File: src/rtl/timerio_pkg.sv
// Shared register map and control-bit layout for the timerio peripheral.
package timerio_pkg;

   localparam logic [2:0] A_CTRL     = 3'd0;
   localparam logic [2:0] A_STAT     = 3'd1;
   localparam logic [2:0] A_PRESC    = 3'd2;
   localparam logic [2:0] A_RELOAD_H = 3'd3;
   localparam logic [2:0] A_RELOAD_L = 3'd4;
   localparam logic [2:0] A_COUNT_H  = 3'd5;
   localparam logic [2:0] A_COUNT_L  = 3'd6;

   localparam int CTRL_EN   = 0;
   localparam int CTRL_MODE = 1;
   localparam int CTRL_IE   = 2;

   // Field order matches CTRL bits [2:0] so a raw byte slice maps straight in.
   typedef struct packed {
      logic ie;
      logic mode;
      logic en;
   } ctrl_t;

endpackage

File: src/rtl/timerio_if.sv
// CPU-side bus of the timerio peripheral: register select, data, strobes and irq.
interface timerio_if;
   logic [2:0] AD;
   logic [7:0] DI;
   logic [7:0] DO;
   logic       rw;
   logic       cs;
   logic       irq;

   modport slave  (input AD, DI, rw, cs, output DO, irq);
   modport master (output AD, DI, rw, cs, input DO, irq);
endinterface

File: src/rtl/timerio_prescaler.sv
// Clock divider: one-cycle tick every div+1 enabled clocks; clr restarts the count.
module timerio_prescaler (
   input  logic       clk,
   input  logic       rst,
   input  logic       en,
   input  logic       clr,
   input  logic [7:0] div,
   output logic       tick
);

   logic [7:0] cnt_q, cnt_d;

   // A count already above a newly lowered div runs on to 8'hFF and wraps silently.
   always_comb begin
      cnt_d = cnt_q;
      tick  = 1'b0;
      if (clr) begin
         cnt_d = '0;
      end else if (en) begin
         if (cnt_q == div) begin
            cnt_d = '0;
            tick  = 1'b1;
         end else begin
            cnt_d = cnt_q + 8'd1;
         end
      end
   end

   always_ff @(posedge clk) begin
      if (rst) cnt_q <= '0;
      else     cnt_q <= cnt_d;
   end

endmodule

File: src/rtl/timerio.sv
// Interval timer: bus register file, 16-bit down-counter with reload, timeout flag and irq.
module timerio
   import timerio_pkg::*;
#(
   parameter logic [15:0] RESET_RELOAD = 16'hFFFF
) (
   input  logic       clk,
   input  logic       rst,
   timerio_if.slave   bus
);

   ctrl_t       ctrl_q, ctrl_d;
   logic        tof_q, tof_d;
   logic [7:0]  presc_q, presc_d;
   logic [15:0] reload_q, reload_d;
   logic [7:0]  rld_h_q, rld_h_d;
   logic [15:0] count_q, count_d;
   logic [7:0]  lat_q, lat_d;

   logic wr, rd, start, tick;
   logic [7:0] do_v;

   assign wr    = bus.cs & ~bus.rw;
   assign rd    = bus.cs &  bus.rw;
   assign start = wr && (bus.AD == A_CTRL) && bus.DI[CTRL_EN] && !ctrl_q.en;

   timerio_prescaler u_presc (
      .clk  (clk),
      .rst  (rst),
      .en   (ctrl_q.en),
      .clr  (start),
      .div  (presc_q),
      .tick (tick)
   );

   always_comb begin
      ctrl_d   = ctrl_q;
      tof_d    = tof_q;
      presc_d  = presc_q;
      reload_d = reload_q;
      rld_h_d  = rld_h_q;
      count_d  = count_q;
      lat_d    = lat_q;

      if (wr) begin
         case (bus.AD)
            A_CTRL:     ctrl_d   = ctrl_t'(bus.DI[2:0]);
            A_STAT:     if (bus.DI[0]) tof_d = 1'b0;
            A_PRESC:    presc_d  = bus.DI;
            A_RELOAD_H: rld_h_d  = bus.DI;
            A_RELOAD_L: reload_d = {rld_h_q, bus.DI};
            default:    ;
         endcase
      end

      if (rd && (bus.AD == A_COUNT_H)) lat_d = count_q[7:0];

      // Expiry is applied after the bus write so a same-cycle STAT clear loses to the set.
      if (start) begin
         count_d = reload_q;
      end else if (tick) begin
         if (count_q != 16'd0) begin
            count_d = count_q - 16'd1;
         end else begin
            tof_d = 1'b1;
            if (ctrl_q.mode) count_d   = reload_q;
            else             ctrl_d.en = 1'b0;
         end
      end
   end

   always_ff @(posedge clk) begin
      if (rst) begin
         ctrl_q   <= '0;
         tof_q    <= 1'b0;
         presc_q  <= '0;
         reload_q <= RESET_RELOAD;
         rld_h_q  <= '0;
         count_q  <= '0;
         lat_q    <= '0;
      end else begin
         ctrl_q   <= ctrl_d;
         tof_q    <= tof_d;
         presc_q  <= presc_d;
         reload_q <= reload_d;
         rld_h_q  <= rld_h_d;
         count_q  <= count_d;
         lat_q    <= lat_d;
      end
   end

   always_comb begin
      do_v = 8'h00;
      case (bus.AD)
         A_CTRL:     do_v = {5'b0, ctrl_q};
         A_STAT:     do_v = {7'b0, tof_q};
         A_PRESC:    do_v = presc_q;
         A_RELOAD_H: do_v = reload_q[15:8];
         A_RELOAD_L: do_v = reload_q[7:0];
         A_COUNT_H:  do_v = count_q[15:8];
         A_COUNT_L:  do_v = lat_q;
         default:    do_v = 8'h00;
      endcase
   end

   assign bus.DO  = do_v;
   assign bus.irq = tof_q & ctrl_q.ie;

endmodule

File: src/flat_wrapper.sv
// flat-port wrapper written by rule: the top's interface ports become plain ports
module timerio_flat import timerio_pkg::*;
#(
   parameter logic [15:0] RESET_RELOAD = 16'hFFFF
)
  (clk, rst, bus_AD, bus_DI, bus_rw, bus_cs, bus_DO, bus_irq);
  timerio_if bus_i ();
  input  logic clk;
  input  logic rst;
  input wire logic [$bits(bus_i.AD)-1:0] bus_AD;
  input wire logic [$bits(bus_i.DI)-1:0] bus_DI;
  input wire logic [$bits(bus_i.rw)-1:0] bus_rw;
  input wire logic [$bits(bus_i.cs)-1:0] bus_cs;
  output wire logic [$bits(bus_i.DO)-1:0] bus_DO;
  output wire logic [$bits(bus_i.irq)-1:0] bus_irq;
  assign bus_i.AD = bus_AD;
  assign bus_i.DI = bus_DI;
  assign bus_i.rw = bus_rw;
  assign bus_i.cs = bus_cs;
  assign bus_DO = bus_i.DO;
  assign bus_irq = bus_i.irq;
  timerio #(.RESET_RELOAD(RESET_RELOAD)) u_core (.clk(clk), .rst(rst), .bus(bus_i));
endmodule
File: config.mk
export PLATFORM = sky130hd
export DESIGN_NAME = timerio_flat
export DESIGN_NICKNAME = d
export VERILOG_FILES = /design/src/rtl/timerio_pkg.sv /design/src/rtl/timerio_if.sv /design/src/rtl/timerio_prescaler.sv /design/src/rtl/timerio.sv /design/src/flat_wrapper.sv
export SDC_FILE = /design/constraint.sdc
export NUM_CORES = 1
export LEC_CHECK = 0
export BUFFER_PORTS_ARGS = -buffer_cell sky130_fd_sc_hd__buf_2
export CAP_MARGIN = 5
export CORE_UTILIZATION = 54
export CTS_CLUSTER_SIZE = 12
export DETAILED_ROUTE_END_ITERATION = 10
export GPL_TIMING_DRIVEN = 0
export PLACE_DENSITY = 0.75
export SYNTH_ARGS = -nofsm -noshare
export SYNTH_HDL_FRONTEND = slang
export SYNTH_SLANG_ARGS = --single-unit
File: constraint.sdc
create_clock -name clk -period 2.5 [get_ports clk]
set_input_delay 0.375 -clock clk [delete_from_list [all_inputs] [get_ports clk]]
set_output_delay 0.375 -clock clk [all_outputs]
set_load 0.01 [all_outputs]
; Yosys cells after proc, flatten, opt, wreduce, memory -nomap -nowiden
; Cells that the tools add are included.
[totals]
wordCells = 59
out_inout_bits = 9
regBits = 68
input_bits = 15
[classes]
add_sub_neg = 2
n_reduce_logical = 15
n_eq_ne = 7
bitwise_logic = 4
muxes = 21
[op_table]
columns = op, n
row1 = two-way mux 16 bit, 4
row2 = one-hot mux 8 bit (7 select lines), 1
row3 = nonzero test 16 bit, 1
row4 = subtractor 16 x 1 -> 16 bit (second input constant), 1
row5 = two-way mux 1 bit, 15
row6 = AND reduction 2 bit, 5
row7 = equality test 3 bit (second input constant), 3
row8 = adder 8 x 1 -> 8 bit (second input constant), 1
row9 = equality test 8 bit, 1
row10 = two-way mux 8 bit, 1
row11 = equality test 3 x 2 -> 1 bit (second input constant), 2
row12 = logical AND 1 bit, 4
row13 = AND 1 bit, 3
row14 = equality test 3 x 1 -> 1 bit (second input constant), 1
row15 = zero test 3 bit, 1
row16 = nonzero test 3 bit, 1
row17 = nonzero test 2 bit, 1
row18 = OR reduction 2 bit, 1
row19 = zero test 1 bit, 1
row20 = NOT 1 bit, 1

; Longest topological paths before layout
[depth]
depth_word = 8
depth_mapped = 10
ltp_nobuf = 8

; Cells and area by module
; Synthesis repeated with hierarchy kept, for this count alone.
[hier_totals]
hier_cells = 398
area_unflattened_um2 = 3585.9
[modules_own_cells]
columns = module, instances, seq_area_each_um2, cells_per_inst, area_each_um2
row1 = timerio, 1, 1201.2, 350, 3144.3
row2 = timerio_prescaler, 1, 160.2, 48, 441.7

; Worst setup path before layout
; No wires, ideal clock.
[synth_timing]
path_kind = reg2reg
from = register u_core.count_q[2]
to = register u_core.count_q[10]
required_time_ns = 2.383
setup_ns = 0.117
stages_incl_launch_ff = 8
arrival_time_ns = 2.334
setup_slack_ns = 0.048
synth_period_minus_slack_ns = 2.452
path_buffers = 1
path_cell_list = dfxtp_1 or4_4 or4_1 buf_2 or3_4 a21oi_4 nor2_2 a32o_1
[synth_via]
elab_chain_len = 4
elab_cells_between_ends = 7
classes_between = add/sub (1) / mux (3) / reduce/logical (3)
[synth_rtl]
columns = element, line_no
row1 = from (decl), timerio.sv:17  ; logic [15:0] count_q, count_d;
row2 = from (signal assigned), timerio.sv:87  ; count_q <= count_d;
row3 = subtractor 16 x 1 -> 16 bit or nonzero test 16 bit (tied branches), "timerio.sv:63, timerio.sv:62"
row4 = two-way mux 16 bit, timerio.sv:62  ; if (count_q != 16'd0) begin
row5 = two-way mux 16 bit, timerio.sv:61  ; end else if (tick) begin
row6 = two-way mux 16 bit, timerio.sv:59  ; if (start) begin
; Several ways; a longest one is shown, not always the timed one. The select of a mux whose other input is x is not followed.
; A chain may end at the register's enable or synchronous reset.

; Worst setup path in the final report
[layout_timing]
from = register u_core.count_q[3]
to = register u_core.count_q[15]
; The elaborated chain is that of the path after synthesis.

==> qor.yml <==
crit_family: "simple AND/OR/NAND/NOR gates"
grt_max_degree: 13
holdPathStages: 2
ir_worst_vdd_v: 0.000451
synth_most_common_cell: "dfxtp_1"
dp.final_hpwl_um: 7770
cts_tree: "yes"
syn_nets: 429
outcome: "finished clean"
io_buffer_count: 21
nets: 462
crit_arrival_ns: 2.73
dieHeight_um: 82.5
met3WireLength_um: 813
wl_per_cell_um: 19.8
ff2ff_path_depth: 6
dr.max_layer_used: "met4"
synthMuxAreaShare: 0.0901
reg2reg_from: "u_core.count_q[3]$_SDFFE_PP0P_"
io_pins: 24
power.switching_w: 0.000695
synth-xor-area-share: 0.0376
crit_path_end_kind: "register"
initial_core_util: 0.574
seqPwrFrac: 0.441
synth_top_family_by_area: "simple AND/OR/NAND/NOR gates"
pwr-share-comb: 0.149
drt_first_pass_iters: 5
wirelength_met1_um: 4400
yosysSeqAreaShare: 0.389
max_freq_mhz: 402
synthTopCellsByCount: "dfxtp_1, nor2_1, nand2_1"
clock_latency_ns: 0.34
crit_path_max_incr_delay_ns: 0.56
die-width_um: 82.5
postSynth.asyncResetShare: 0
synth_fa_ha_area_frac: 0.0107
track_usage: 0.333
cts_buffers: 9
tightestPinTransition_ns: 0.708
slowest_stage: "or4_4"
synthDistinctLibCells: 53
drc: 0
num-fill-cells: 548
grt-ovfl-total: 0
drv_slew: 0
hold_start: "bus_DI[4]"
fin_hold_ws_ns: 0.276
rr_endpoint: "u_core.count_q[15]$_SDFFE_PP0P_"
r2r_slack_ns: 0.01
route.met2.wl_um: 4690
finalWorstPathRequiredPeriod_ns: 2.49
drtIter0Drc: 283
synth_compound_area_frac: 0.204
drive_above_1_share: 0.140
power_density_mw_per_mm2: 634
max_slew_margin: 0.524
crit_path_frequent_cell: "or4_4"
core_area_mm2: 0.00610
p_leak_nw: 1.53
critPathLaunchType: "register"
clock-sinks: 68
p_sw_frac: 0.275
worst-path-buf-inv: 0
p_int_w: 0.00183
dp.cells: 507
hold_class: "in -> reg"
synth_ff_type: "dfxtp_1"
area_growth_pct: 13.9
wirelength_um: 10400
synth_enable_flop_cells: 0
fp-row-count: 28
gp_congestion: 0.952
stdcell_count: 524
ys_warn_count: 0
postRouteAntennaNets: 0
crit_chain: "or4_4 > or4_4 > or3_4 > a21oi_4 > nor2_4 > a32o_1"
vias: 3373
synth_simple_gate_area_frac: 0.233
path_class: "reg -> reg"
grt_pass1_vias: 3107
crit_path_max_fanout: 6
synth.largest_area_cell: "dfxtp_1"
vias_per_cell: 6.44
n_antenna_cell: 0
dieArea_mm2: 0.00680
netlist_instances: 411
fin_crit_sh: 0.996
synth-seq-cells: 68
syn-cell-area_mm2: 0.00350
hold_end: "u_core.reload_q[4]$_SDFFE_PP1P_"
rsz0062_at_grt: "yes"
cts.htree.levels: 3
cts.clk_slew.worst_paths_ns: 0.08
final-hold-violation-count: 0
finalClockSkew_ns: 0.0115
yosysTopAreaCellShare: 0.389
antenna_found_initial: 0
synth_area_per_cell_um2: 8.51
cp.required_ns: 2.74
finalSetupViolCount: 0
synth.area.top_cells: "dfxtp_1, mux2i_1, nor2_1, nand2_1, a211o_1"
grt_pass1_wl_um: 16400
clock_power_share: 0.409
drv_cap: 0
clk_path_buf_depth: 2
root_buffer: "clkbuf_8"
[cell type report]
type,count,area (um2),area share
plain buffers,23,96.3,0.0242
well taps,75,93.8,0.0235
flip-flops and latches,68,1370,0.344
inverters,6,22.5,0.00565
repair buffers,24,128,0.0320
clock buffers,11,141,0.0355
clock inverters,5,85.1,0.0213
multi-input cells,312,2050,0.514
[through the flow]
step	cell area, um2	setup TNS [ns]	power [W]	setup WS (ns)	util
floorplan	3500	0	0.00139	0.0484	-
global placement	3700	-2.65	0.00150	-0.242	0.607
detailed placement	3700	-2.95	0.00150	-0.328	0.607
CTS	3980	-0.0961	0.00253	-0.0213	0.653
global route	3990	-0.242	0.00261	-0.0402	0.654
finish	3990	0	0.00253	0.0104	0.654
[routing by layer]
metal  GRT usage  vias to the layer above
li1            -                     1561
met1       0.443                     1601
met2       0.516                      166
met3      0.0604                       45
met4       0.171                        0
met5           0                        -
[power by group through the flow]
stage          clock network (W)  registers [W]  logic (W)
3_3_place_gp                   0        0.00114   0.000355
4_1_cts                  0.00104        0.00111   0.000371
5_1_grt                  0.00108        0.00112   0.000411
3_5_place_dp                   0        0.00114   0.000356
6_report                 0.00104        0.00112   0.000378
2_1_floorplan                  0        0.00113   0.000260
[cells by family (layout without fill, tap and decap cells)]
kind of cell,count (synthesis),after routing
muxes,30,30
adders and majority gates,3,3
AOI/OAI and AO/OA,99,99
and+or+nand+nor,165,165
buffers and inverters,31,69
DFF,68,68
xor gates and xnor gates,15,15
[placed cells by master, fill, tap and decap left out, types with 11 or more instances in the layout]
cell,count
nand3_1,14
nand2_1,39
dfxtp_1,64
clkbuf_1,19
nor2b_1,19
a21oi_1,24
mux2i_1,27
buf_2,22
a211o_1,16
o21ai_0,14
nor2_1,47
xnor2_1,11
[worst max path at each step]
stage	start	end	slack [ns]	cells past startpoint
final	u_core.count_q[3]$_SDFFE_PP0P_	u_core.count_q[15]$_SDFFE_PP0P_	0.01	6
after global routing	u_core.count_q[5]$_SDFFE_PP0P_	u_core.count_q[15]$_SDFFE_PP0P_	-0.04	6
after CTS	u_core.count_q[3]$_SDFFE_PP0P_	u_core.count_q[15]$_SDFFE_PP0P_	-0.02	7
after detailed placement	u_core.count_q[2]$_SDFFE_PP0P_	u_core.count_q[9]$_SDFFE_PP0P_	-0.33	6
after global placement	u_core.count_q[2]$_SDFFE_PP0P_	u_core.count_q[6]$_SDFFE_PP0P_	-0.24	6
after floorplan	u_core.count_q[2]$_SDFFE_PP0P_	u_core.count_q[10]$_SDFFE_PP0P_	0.05	7
[sequential cells by signal, summed over array words and instances, names as in the netlist]
name                  flops
u_core.rld_h_q            8
u_core.lat_q              8
u_core.reload_q          16
u_core.ctrl_q             3
u_core.tof_q              1
u_core.count_q           16
u_core.u_presc.cnt_q      8
u_core.presc_q            8
[what timing repair did]
action | 4_1_cts | 5_1_grt
resized for setup | 14 | 4
pin swaps | 7 | 4
setup buffers | 3 | 0
hold buffers | 0 | 0
endpoints found under the setup margin | 16 | 20
Power figures use the tool's default switching activity.
